`src/rtl/maindec_mc.sv`:
```
// rtl/maindec_mc.sv - multicycle main decoder FSM with mem_ready stalls
//
// Steps each instruction through fetch, decode, execute, memory and writeback.
// Ports:
//   clk, reset_n      : clock and asynchronous active-low reset
//   en                : run enable; low holds state and blocks all write enables
//   op                : opcode from the instruction register, sampled in DECODE
//   mem_ready         : memory completes the current access this cycle
//   memread..alusrca  : 1-bit datapath controls
//   alusrcb/aluop/pcsrc : 2-bit datapath controls
//   instr_done        : pulse in the final cycle of a legal instruction
//   illegal           : sticky unknown-opcode flag
//   state             : current FSM state for debug
module maindec_mc #(
    parameter int             OPW      = 4,
    parameter logic [OPW-1:0] OP_RTYPE = OPW'(0),
    parameter logic [OPW-1:0] OP_ADDI  = OPW'(1),
    parameter logic [OPW-1:0] OP_LW    = OPW'(12),
    parameter logic [OPW-1:0] OP_SW    = OPW'(14),
    parameter logic [OPW-1:0] OP_BEQ   = OPW'(10),
    parameter logic [OPW-1:0] OP_J     = OPW'(8)
) (
    input  logic           clk,
    input  logic           reset_n,
    input  logic           en,
    input  logic [OPW-1:0] op,
    input  logic           mem_ready,
    output logic           memread,
    output logic           memwrite,
    output logic           irwrite,
    output logic           pcwrite,
    output logic           branch,
    output logic           iord,
    output logic           memtoreg,
    output logic           regdst,
    output logic           regwrite,
    output logic           alusrca,
    output logic [1:0]     alusrcb,
    output logic [1:0]     aluop,
    output logic [1:0]     pcsrc,
    output logic           instr_done,
    output logic           illegal,
    output logic [3:0]     state
);

    localparam logic [3:0] S_IDLE    = 4'd0;
    localparam logic [3:0] S_FETCH   = 4'd1;
    localparam logic [3:0] S_DECODE  = 4'd2;
    localparam logic [3:0] S_MEMADR  = 4'd3;
    localparam logic [3:0] S_MEMRD   = 4'd4;
    localparam logic [3:0] S_MEMWB   = 4'd5;
    localparam logic [3:0] S_MEMWR   = 4'd6;
    localparam logic [3:0] S_EXEC    = 4'd7;
    localparam logic [3:0] S_ALUWB   = 4'd8;
    localparam logic [3:0] S_BEQ     = 4'd9;
    localparam logic [3:0] S_ADDIEX  = 4'd10;
    localparam logic [3:0] S_ADDIWB  = 4'd11;
    localparam logic [3:0] S_JUMP    = 4'd12;
    localparam logic [3:0] S_ILLEGAL = 4'd13;

    logic [3:0]     state_q, state_d;
    logic [OPW-1:0] opreg_q, opreg_d;
    logic           illegal_q, illegal_d;

    // State register
    always_ff @(posedge clk or negedge reset_n) begin
        if (!reset_n) begin
            state_q   <= S_IDLE;
            opreg_q   <= '0;
            illegal_q <= 1'b0;
        end else begin
            state_q   <= state_d;
            opreg_q   <= opreg_d;
            illegal_q <= illegal_d;
        end
    end

    // Next-state logic; with en low everything holds, including stalled accesses
    always_comb begin
        state_d   = state_q;
        opreg_d   = opreg_q;
        illegal_d = illegal_q;
        if (en) begin
            case (state_q)
                S_IDLE:   state_d = S_FETCH;
                S_FETCH:  if (mem_ready) state_d = S_DECODE;
                S_DECODE: begin
                    opreg_d = op;
                    if (op == OP_LW || op == OP_SW) state_d = S_MEMADR;
                    else if (op == OP_RTYPE)        state_d = S_EXEC;
                    else if (op == OP_ADDI)         state_d = S_ADDIEX;
                    else if (op == OP_BEQ)          state_d = S_BEQ;
                    else if (op == OP_J)            state_d = S_JUMP;
                    else begin
                        state_d   = S_ILLEGAL;
                        illegal_d = 1'b1;
                    end
                end
                // Load vs store is decided from the opcode latched in DECODE
                S_MEMADR: state_d = (opreg_q == OP_LW) ? S_MEMRD : S_MEMWR;
                S_MEMRD:  if (mem_ready) state_d = S_MEMWB;
                S_MEMWR:  if (mem_ready) state_d = S_FETCH;
                S_EXEC:   state_d = S_ALUWB;
                S_ADDIEX: state_d = S_ADDIWB;
                S_MEMWB, S_ALUWB, S_ADDIWB, S_BEQ, S_JUMP, S_ILLEGAL:
                          state_d = S_FETCH;
                default:  state_d = S_IDLE;   // unused encodings recover to IDLE
            endcase
        end
    end

    // Output logic (Moore, plus mem_ready qualifiers on the memory states)
    always_comb begin
        memread    = 1'b0;
        memwrite   = 1'b0;
        irwrite    = 1'b0;
        pcwrite    = 1'b0;
        branch     = 1'b0;
        iord       = 1'b0;
        memtoreg   = 1'b0;
        regdst     = 1'b0;
        regwrite   = 1'b0;
        alusrca    = 1'b0;
        alusrcb    = 2'b00;
        aluop      = 2'b00;
        pcsrc      = 2'b00;
        instr_done = 1'b0;
        case (state_q)
            S_FETCH: begin
                memread = 1'b1;
                alusrcb = 2'b01;
                irwrite = mem_ready;
                pcwrite = mem_ready;
            end
            S_DECODE: alusrcb = 2'b11;
            S_MEMADR: begin
                alusrca = 1'b1;
                alusrcb = 2'b10;
            end
            S_MEMRD: begin
                iord    = 1'b1;
                memread = 1'b1;
            end
            S_MEMWB: begin
                memtoreg   = 1'b1;
                regwrite   = 1'b1;
                instr_done = 1'b1;
            end
            S_MEMWR: begin
                iord       = 1'b1;
                memwrite   = 1'b1;
                instr_done = mem_ready;
            end
            S_EXEC: begin
                alusrca = 1'b1;
                aluop   = 2'b10;
            end
            S_ALUWB: begin
                regdst     = 1'b1;
                regwrite   = 1'b1;
                instr_done = 1'b1;
            end
            S_ADDIEX: begin
                alusrca = 1'b1;
                alusrcb = 2'b10;
            end
            S_ADDIWB: begin
                regwrite   = 1'b1;
                instr_done = 1'b1;
            end
            S_BEQ: begin
                alusrca    = 1'b1;
                aluop      = 2'b01;
                branch     = 1'b1;
                pcsrc      = 2'b01;
                instr_done = 1'b1;
            end
            S_JUMP: begin
                pcsrc      = 2'b10;
                pcwrite    = 1'b1;
                instr_done = 1'b1;
            end
            default: ;
        endcase
        // A paused FSM must not commit anything; mux selects stay as-is
        if (!en) begin
            memwrite   = 1'b0;
            irwrite    = 1'b0;
            pcwrite    = 1'b0;
            regwrite   = 1'b0;
            branch     = 1'b0;
            instr_done = 1'b0;
        end
    end

    assign illegal = illegal_q;
    assign state   = state_q;

endmodule

```
`config.mk`:
```
export PLATFORM = sky130hd
export DESIGN_NAME = maindec_mc
export DESIGN_NICKNAME = d
export VERILOG_FILES = /design/src/rtl/maindec_mc.sv
export SDC_FILE = /design/constraint.sdc
export NUM_CORES = 1
export LEC_CHECK = 0
export BUFFER_PORTS_ARGS = -buffer_cell sky130_fd_sc_hd__buf_2
export CAP_MARGIN = 0
export CORE_UTILIZATION = 51
export CTS_BUF_LIST = sky130_fd_sc_hd__clkbuf_16
export CTS_CLUSTER_DIAMETER = 150
export DETAILED_ROUTE_END_ITERATION = 16
export PLACE_DENSITY = 0.82
export SLEW_MARGIN = 20
export SYNTH_ARGS = -nofsm -noshare
export SYNTH_HDL_FRONTEND = slang
export SYNTH_SLANG_ARGS = --single-unit
```
`constraint.sdc`:
```
create_clock -name clk -period 4.4 [get_ports clk]
set_input_delay 0.44 -clock clk [delete_from_list [all_inputs] [get_ports clk]]
set_output_delay 0.44 -clock clk [all_outputs]
set_load 0.02 [all_outputs]
```
==> PnR_summary.wiki <==
{| class="wikitable"
! Metric !! Value
|-
| Cell with the most instances after synthesis || sky130_fd_sc_hd__nor2_1
|-
| Detailed-route via count || approximately 840
|-
| Residual antenna-violating net count after detailed routing || 0
|-
| Per-instance average area after synthesis || ~8 µm²
|-
| Leakage Power || 0.477 nW
|-
| Critical Path Fanout Max || 18
|-
| Post-detailed-placement half-perimeter wirelength || approximately 1.3 mm
|-
| Power density relative to cell area || 781 nW/µm²
|-
| # DRC || 0
|-
| Setup repair after global routing missed its margin || false
|-
| Die Height || approximately 42 µm
|-
| Library cells used by synthesis || 40
|-
| Maximum vdd ir drop || about 0.00048 V
|-
| Slew at the pin with the worst max-slew slack || between 700 and 800 ps
|-
| Overflow after GRT || 0
|-
| Ranking of synthesized cells by area || sky130_fd_sc_hd__dfrtp_1 (28%), sky130_fd_sc_hd__mux2_1 (6.9%), sky130_fd_sc_hd__nor2_1 (5.6%), sky130_fd_sc_hd__a21oi_1 (4.9%), sky130_fd_sc_hd__buf_2 (4.3%)
|-
| CTS tree || built
|-
| Category of the worst setup path capture point || output port
|-
| Largest area contributor in the netlist || sky130_fd_sc_hd__dfrtp_1
|-
| Number of enable-type register cells in the synthesized netlist || 0
|-
| Required time of the critical path || just under 4000 ps
|-
| Final count of pins violating max slew || 0
|-
| Share of the synthesized area in the top cell type || 27.8%
|-
| Post-synthesis instance total || approximately 100
|-
| Final worst path period share || 50.2%
|-
| Total routed wirelength || 1.93 mm
|-
| Row cnt || 14
|-
| Number of buffers created by CTS || 3
|-
| PortBufs || 29
|-
| Final Setup Violations || 0
|-
| Clock tree root driver cell || sky130_fd_sc_hd__clkbuf_16
|-
| Status || completed
|-
| List of most frequent post-synthesis cells || sky130_fd_sc_hd__nor2_1 (12), sky130_fd_sc_hd__dfrtp_1 (9), sky130_fd_sc_hd__a21oi_1 (8), sky130_fd_sc_hd__nand2_1 (8), sky130_fd_sc_hd__buf_2 (7)
|-
| Clk Latency, worst-skew pair || 230 ps
|-
| Starting density of the core || between 50% and 60%
|-
| Dominant register cell in the synthesized netlist || sky130_fd_sc_hd__dfrtp_1
|-
| Number of global-route vias before repair || approximately 740
|-
| WS Path Type || reg2out
|-
| Overall die area || approximately 1800 µm²
|-
| Maximum root-to-sink buffer count || 2
|-
| Final estimated routing congestion in global placement || between 0.7 and 0.8
|-
| Wire length of the first global-routing pass || 3.25 mm
|-
| Area of the multi-input gates || 528 µm²
|-
| Sink count of the clock tree || 9
|-
| Number of buffers inserted by hold repair at cts || 0
|-
| CP Data Arrival Time || about 1800 ps
|-
| Post-CTS Setup Bufs || 0
|-
| Routed length per placed instance || 13.7 µm
|-
| Clock transition at path regs || ~40 ps
|-
| Largest net degree at the start of global routing || 27
|-
| Ports || 30
|-
| Core area || 1490 µm²
|-
| Ys Warns || 0
|-
| Setup total negative slack || 0 ps
|-
| Portion of the post-synthesis area used by sequential elements || 27.8%
|-
| Post-CTS sizing || 0
|-
| Post-layout minimum cycle time || about 2200 ps
|-
| Vias per cell || 5.98
|-
| Final hold violations || 0
|-
| Post-Route Utilization || 67.7%
|-
| Nets in the synthesized netlist || 109
|-
| Number of antenna violations at the first check in global routing || 0
|-
| Number of DRC markers in iteration 0 || 12
|-
| Number of H-tree levels || 1
|-
| Horiz. Die Dim || 41.9 µm
|-
| Total global-route track usage || 23.7%
|-
| Achievable clock frequency || 452 MHz
|-
| Number of max-cap violations || 0
|-
| First drt pass iteration count || 4
|-
| Normalized max-slew margin || about 52%
|-
| Register cell area after layout || ~230 µm²
|-
| Startpoint kind of the worst setup timing path || flop
|-
| Share of final-layout standard cells stronger than drive strength 1 || between 20 and 30%
|-
| Antenna diode instance count || 0
|-
| Async set-reset flop share out of synthesis || between 90% and 100%
|-
| Filler instances || ~130
|-
| Area growth from synthesis to layout || 24.4%
|-
| Kind of path behind the tightest hold check || in2async
|-
| Fin nets || 134
|-
| #FFs+latches synth || 9
|-
| Setup clock skew after layout || approximately 0.3 ps
|-
| Cell area after synthesis || slightly above 800 µm²
|}
path summary, 6_finish.rpt:
path                                           to  cells past startpoint            startpoint  slack [ps]
setup reg to reg             state[2]$_DFFE_PN0P_                      4  state[0]$_DFFE_PN0P_        2490
hold / removal             opreg_q[3]$_DFFE_PN0P_                      1               reset_n          50
min in group clk           opreg_q[1]$_DFFE_PN0P_                      2                 op[1]         460
hold reg to reg               illegal$_DFFE_PN0P_                      1   illegal$_DFFE_PN0P_         470
setup / recovery                          pcwrite                      4  state[3]$_DFFE_PN0P_        2190
max in group asynchronous    state[3]$_DFFE_PN0P_                      1               reset_n        4170
final cells by class:
type                       count  area share, %
multi-input combinational     80           52.4
inverter                       3           1.12
sequential                     9           22.3
tap                           16           1.99
clock inverter                 1          0.372
timing repair buffer          29           14.4
clock buffer                   3           7.44
cells in the final DEF (no fill, tap or decap), drive strengths merged, types with 2 or more instances in the layout:
cell type  synthesis  routed
o211ai             2       2
nand2              8       8
nand2b             4       4
o21ai              3       3
nor2              12      12
nor2b              4       4
dfrtp              9       9
inv                3       4
buf                8      29
and3               3       3
nor3               4       4
clkbuf             1       3
o31a               2       2
mux2               5       5
nand4              2       2
o21a               2       2
and2b              2       2
or4b               2       2
a21oi              8       8
state kept, by name (all words and copies together), names as in the netlist:
signal   flops
state        4
illegal      1
opreg_q      4
worst max-delay path, cell delays in order (launching register included):
cell and delay, ps:
sky130_fd_sc_hd__dfrtp_1 560, sky130_fd_sc_hd__nor2_1 400, sky130_fd_sc_hd__a31oi_1 140, sky130_fd_sc_hd__nor3b_1 230, sky130_fd_sc_hd__buf_2 200
layer usage:
| layer | part of all wire, % | up-vias | routed length, µm | GRT usage, % |
|---|---|---|---|---|
| met3 | 4.9 | 5 | 94 | 4.78 |
| li1 | - | 415 | - | - |
| met4 | 1.6 | 0 | 31 | 8.39 |
| met1 | 45 | 395 | 866 | 31.2 |
| met5 | 0 | - | 0 | 0 |
| met2 | 48 | 28 | 932 | 38.4 |
power by group:
| group | internal (mW) | switching, mW | leakage (nW) |
|---|---|---|---|
| registers | 0.122 | 0.106 | 0.107 |
| logic | 0.171 | 0.231 | 0.328 |
| clock network | 0.119 | 0.0387 | 0.0423 |
| total | 0.412 | 0.376 | 0.477 |
cells by family (layout without fill, tap and decap cells):
group           after synthesis  in the layout  synth area share, %
simple gates                 46             46                 30.9
compound gates               28             28                 26.2
buf+inv                      12             36                 7.10
flops                         9              9                 27.8
mux                           5              5                 6.94
xor+xnor                      1              1                 1.08
per-stage QoR:
| stage | power (mW) | hold slack (ps) | cells | worst slack, ps | cell area [µm²] |
|---|---|---|---|---|---|
| final | 0.788 | 50.8 | 141 | 2190 | 1010 |
| after global routing | 0.848 | 66.7 | 141 | 2030 | 1010 |
| after CTS | 0.790 | 59.2 | 141 | 2210 | 1010 |
| after detailed placement | 0.630 | 303 | 137 | 2460 | 930 |
| after global placement | 0.622 | 301 | 137 | 2470 | 930 |
| after floorplan | 0.530 | 144 | 101 | 2360 | 811 |
(Power assumes the default switching activity.)
